### config.mk
export PLATFORM = sky130hd
export DESIGN_NAME = dbus_sram_bridge
export DESIGN_NICKNAME = d
export VERILOG_FILES = /design/src/rtl/dbus_sram_bridge.sv
export SDC_FILE = /design/constraint.sdc
export NUM_CORES = 1
export LEC_CHECK = 0
export BUFFER_PORTS_ARGS = -buffer_cell sky130_fd_sc_hd__buf_2
export CORE_MARGIN = 4
export CORE_UTILIZATION = 44
export DETAILED_ROUTE_END_ITERATION = 6
export GPL_TIMING_DRIVEN = 0
export PLACE_DENSITY = 0.84
export SLEW_MARGIN = 20
export SYNTH_ARGS = -nofsm -noshare
export SYNTH_HDL_FRONTEND = slang
export SYNTH_SLANG_ARGS = --single-unit
### constraint.sdc
create_clock -name clk -period 1.9 [get_ports clk]
set_clock_uncertainty 0.1 [all_clocks]
set_input_delay 0.285 -clock clk [delete_from_list [all_inputs] [get_ports clk]]
set_output_delay 0.285 -clock clk [all_outputs]
set_load 0.01 [all_outputs]
### src/rtl/dbus_sram_bridge.sv
// Data-bus responder: turns each MMU data access into one SRAM-like transaction
// and stalls the pipeline until it completes, is aborted by timeout, or is reset.
module dbus_sram_bridge #(
  parameter int unsigned TIMEOUT_CYC = 0
) (
  input  logic        clk,
  input  logic        rst,
  input  logic        dbus_en,
  input  logic [3:0]  dbus_wen,
  input  logic [31:0] dbus_paddr,
  input  logic [31:0] dbus_wdata,
  output logic [31:0] dbus_rdata,
  output logic        dbus_streq,
  input  logic        pl_stall,
  output logic        data_req,
  output logic        data_wr,
  output logic [1:0]  data_size,
  output logic [31:0] data_addr,
  output logic [31:0] data_wdata,
  input  logic        data_addr_ok,
  input  logic        data_data_ok,
  input  logic [31:0] data_rdata,
  output logic        bus_err
);

  typedef enum logic [1:0] {
    IDLE = 2'd0,
    REQ  = 2'd1,
    WAIT = 2'd2,
    DONE = 2'd3
  } state_t;

  state_t      state;
  state_t      state_nxt;
  logic [31:0] tmo_cnt;
  logic        tmo_hit;
  logic        complete;
  logic        tmo_abort;
  logic        accept;
  logic [1:0]  size_map;
  logic [1:0]  off_map;

  // Byte-enable pattern to transfer size and low address bits.
  always_comb begin
    // NOTE: every output of a combinational block gets a default first so no latch is inferred.
    size_map = 2'd2;
    off_map  = 2'd0;
    case (dbus_wen)
      4'b0011: begin size_map = 2'd1; off_map = 2'd0; end
      4'b1100: begin size_map = 2'd1; off_map = 2'd2; end
      4'b0001: begin size_map = 2'd0; off_map = 2'd0; end
      4'b0010: begin size_map = 2'd0; off_map = 2'd1; end
      4'b0100: begin size_map = 2'd0; off_map = 2'd2; end
      4'b1000: begin size_map = 2'd0; off_map = 2'd3; end
      default: begin size_map = 2'd2; off_map = 2'd0; end
    endcase
  end

  assign tmo_hit = (TIMEOUT_CYC != 0) && (tmo_cnt == TIMEOUT_CYC - 1);
  assign accept  = (state == IDLE) && dbus_en;

  always_comb begin
    state_nxt  = state;
    dbus_streq = 1'b0;
    complete   = 1'b0;
    tmo_abort  = 1'b0;
    case (state)
      IDLE: begin
        dbus_streq = dbus_en;
        if (dbus_en) state_nxt = REQ;
      end
      REQ: begin
        dbus_streq = 1'b1;
        if (data_addr_ok && data_data_ok) begin
          complete  = 1'b1;
          state_nxt = DONE;
        end else if (tmo_hit) begin
          tmo_abort = 1'b1;
          state_nxt = DONE;
        end else if (data_addr_ok) begin
          state_nxt = WAIT;
        end
      end
      WAIT: begin
        dbus_streq = 1'b1;
        if (data_data_ok) begin
          complete  = 1'b1;
          state_nxt = DONE;
        end else if (tmo_hit) begin
          tmo_abort = 1'b1;
          state_nxt = DONE;
        end
      end
      DONE: begin
        // The pipeline keeps presenting the same access while held; it is never reissued.
        if (!pl_stall) state_nxt = IDLE;
      end
      default: state_nxt = IDLE;
    endcase
  end

  // NOTE: sequential state uses non-blocking assignments so all registers update together.
  always_ff @(posedge clk) begin
    if (rst) begin
      state      <= IDLE;
      tmo_cnt    <= '0;
      data_req   <= 1'b0;
      data_wr    <= 1'b0;
      data_size  <= 2'd0;
      data_addr  <= '0;
      data_wdata <= '0;
      dbus_rdata <= '0;
      bus_err    <= 1'b0;
    end else begin
      state   <= state_nxt;
      bus_err <= tmo_abort;

      if (accept) begin
        data_req   <= 1'b1;
        data_wr    <= |dbus_wen;
        data_size  <= size_map;
        data_addr  <= {dbus_paddr[31:2], off_map};
        data_wdata <= dbus_wdata;
      end else if ((state == REQ) && (data_addr_ok || tmo_abort)) begin
        data_req <= 1'b0;
      end

      // Saturating so a long stall with a large limit can never wrap into a false match.
      if (accept) begin
        tmo_cnt <= '0;
      end else if (((state == REQ) || (state == WAIT)) && (tmo_cnt != '1)) begin
        tmo_cnt <= tmo_cnt + 32'd1;
      end

      if (tmo_abort) begin
        dbus_rdata <= '0;
      end else if (complete && !data_wr) begin
        dbus_rdata <= data_rdata;
      end
    end
  end

endmodule

==> flow_summary.json <==
{
  "vias": 4006,
  "cp.arrival_ps": 2010,
  "h-tree-depth": 3,
  "fin_cells": 799,
  "hold_buffers": 0,
  "total_power_w": 0.005926,
  "cp-startpoint": "state[0]",
  "ir_drop_v": 0.0005654,
  "r2r_cells": 5,
  "grt_use_total": 0.2213,
  "ys_top_cells_by_area": "dfxtp_1, a21oi_1, nand2_1",
  "synth_seq_area_share": 0.5363,
  "start_util": 0.4588,
  "dpl.hpwl_mm": 8.944,
  "grt_pass1_wl_mm": 18.13,
  "design_area_um2": 5201,
  "r2r_setup_slack_ps": 40,
  "startpoint_type": "flip-flop",
  "diodes": 0,
  "globalRoute.totalOverflow": 0,
  "io_buffer_count": 204,
  "worst-path-max-fanout": 5,
  "critPathCaptureType": "flip-flop",
  "drive_gt1_frac": 0.3588,
  "endpoint": "state[0]",
  "synth_most_common_cell": "nand2_1",
  "cts_buffer_depth": 2,
  "remaining_drc_errors": 0,
  "synthCells": 474,
  "die_w_um": 101.0,
  "dr.pass1.iters": 5,
  "finalCritPeriodShare": 0.9803,
  "wl_per_cell_um": 14.46,
  "ant_nets": 0,
  "path_class": "flip-flop to flip-flop",
  "place.gp.congestion": 0.8056,
  "clkLatencyLatePin_ps": 340,
  "ioPinCount": 208,
  "grt_pass1_vias": 3932,
  "utilization": 0.6267,
  "first_iter_violations": 127,
  "synth_edf_count": 0,
  "min_period_ps": 1863,
  "root_buffer": "clkbuf_8",
  "path_clk_slew_ps": 100,
  "die-area_um2": 10210,
  "outcome": "complete, no violations",
  "die_h_um": 101.0,
  "core_area_um2": 8299,
  "hold_violations": 0,
  "fmax_mhz": 536.9,
  "synth_ff_type": "dfxtp_1",
  "final-setup-viol-count": 0,
  "timing.rr.end": "state[0]",
  "grt_max_degree": 17,
  "synth-seq-cells": 102,
  "ys_types": 31,
  "cap_violations": 0,
  "cts_buffers": 9,
  "async_flop_share": 0,
  "worst_slew_pin_slew_ps": 627.0,
  "antenna_found_initial": 0,
  "syn-num-nets": 586,
  "synth.avg_cell_area_um2": 8.032,
  "num_rows": 33,
  "post_dp_cell_area_um2": 4960,
  "netlist_area_um2": 3807,
  "hold_path_class": "input port to flip-flop",
  "drt_wl_total_mm": 11.55,
  "finalSetupTns_ps": 0,
  "dpl.cell_count": 783,
  "synth_top_area_share": 0.5363,
  "clock-sinks": 102,
  "p_per_area_nw_per_um2": 1139,
  "relSlewSlack": 0.5820,
  "p_leak_nw": 2.410,
  "netlist_top_cells_count": "nand2_1, dfxtp_1, a21oi_1",
  "avgViaCountPerCell": 5.014,
  "cts_tree": "yes",
  "yosysWarningCount": 0,
  "synth_top_cell_by_area": "dfxtp_1",
  "cp.required_ps": 2050,
  "rr_startpoint": "state[0]",
  "timing.final.max_slew_violations": 0,
  "layout.nets": 802,
  "area_delta_synth_final_pct": 36.61
}
## stage by stage
stage	hold slack, ps	worst slack [ps]
global placement	338.5	-155.8
CTS	37.76	-30.51
finish	56.41	37.37
detailed placement	343.3	-191.0
floorplan	321.0	112.7
global route	41.05	-12.72
## cells by family (layout without fill, tap and decap cells)
family,Yosys count,after routing,synth area share
simple gates,183,183,0.2051
compound gates,138,138,0.1886
flops,102,102,0.5363
buf+inv,42,262,0.04437
fa+ha+maj,6,6,0.01972
other cells,1,1,0.0009849
xor+xnor,1,1,0.002301
mux,1,1,0.002629
## worst min-delay path by stage
| stage | from | end | cells past startpoint |
|---|---|---|---|
| final | dbus_wdata[15] | data_wdata[15] | 3 |
| after global routing | dbus_paddr[25] | data_addr[25] | 3 |
| after CTS | dbus_wdata[12] | data_wdata[12] | 3 |
| after detailed placement | data_addr[2] | data_addr[2] | 2 |
| after global placement | data_size[1] | data_size[1] | 2 |
| after floorplan | dbus_paddr[10] | data_addr[10] | 2 |
## state kept, by name, summed over array words and instances (netlist names)
name / flops
data_size: 2
data_addr: 32
state: 2
dbus_rdata: 32
data_req: 1
data_wr: 1
data_wdata: 32
## area by class of cell
| class | instances | area (µm²) |
|---|---|---|
| tap | 105 | 131.4 |
| inverter | 2 | 10.01 |
| timing repair buffer | 207 | 1044 |
| fill | 750 | 3098 |
| sequential | 102 | 2047 |
| multi-input combinational | 330 | 1625 |
| buffer | 38 | 178.9 |
| clock buffer | 11 | 131.4 |
| clock inverter | 4 | 33.78 |
## report_power, final
group	internal (W)	switching [W]	total, W	leakage (nW)
logic	0.000807	0.00132	0.00213	1.50
clock network	0.000481	0.000721	0.00120	0.0800
registers	0.00244	0.000156	0.00260	0.833
## routing by layer
metal,wire [µm],GRT usage,vias to the layer above
met5,0,0,-
met4,231,0.08589,0
met3,1071,0.05744,21
met2,5765,0.3929,172
met1,4484,0.2531,1794
li1,-,-,2019
## critical path, stage by stage, from the launching register on
cell and delay [ps]:
dfxtp_2 340, buf_4 140, ha_2 210, nor2b_1 150
or4_4 560, a221oi_2 270
## cell usage in the layout, fill, tap and decap left out, drive strengths merged
master    netlist  layout
nor2b           3       3
a21o            1       1
xnor2           1       1
conb            1       1
inv             2       3
mux2i           1       1
nor4            1       1
nand2         129     129
nor2            6       6
buf            15     219
and3b           1       1
or4             3       3
nor4bb          1       1
nand2b          2       2
a21oi          99      99
clkinv          0       2
o22a            1       1
a311oi          2       2
ha              6       6
nand3          32      32
clkinvlp        0       1
clkbuf         25      37
nor3            2       2
and2            2       2
nand3b          1       1
dfxtp         102     102
o21ai          33      33
a221oi          1       1
a211oi          1       1
## repair_timing
action | 4_1_cts | 5_1_grt
resized for setup | 12 | 21
setup buffers | 2 | 1
gates cloned | 0 | 0
setup endpoints to repair | 72 | 72
pin swaps | 0 | 2
No activity file was read; power rests on OpenSTA's default activity.
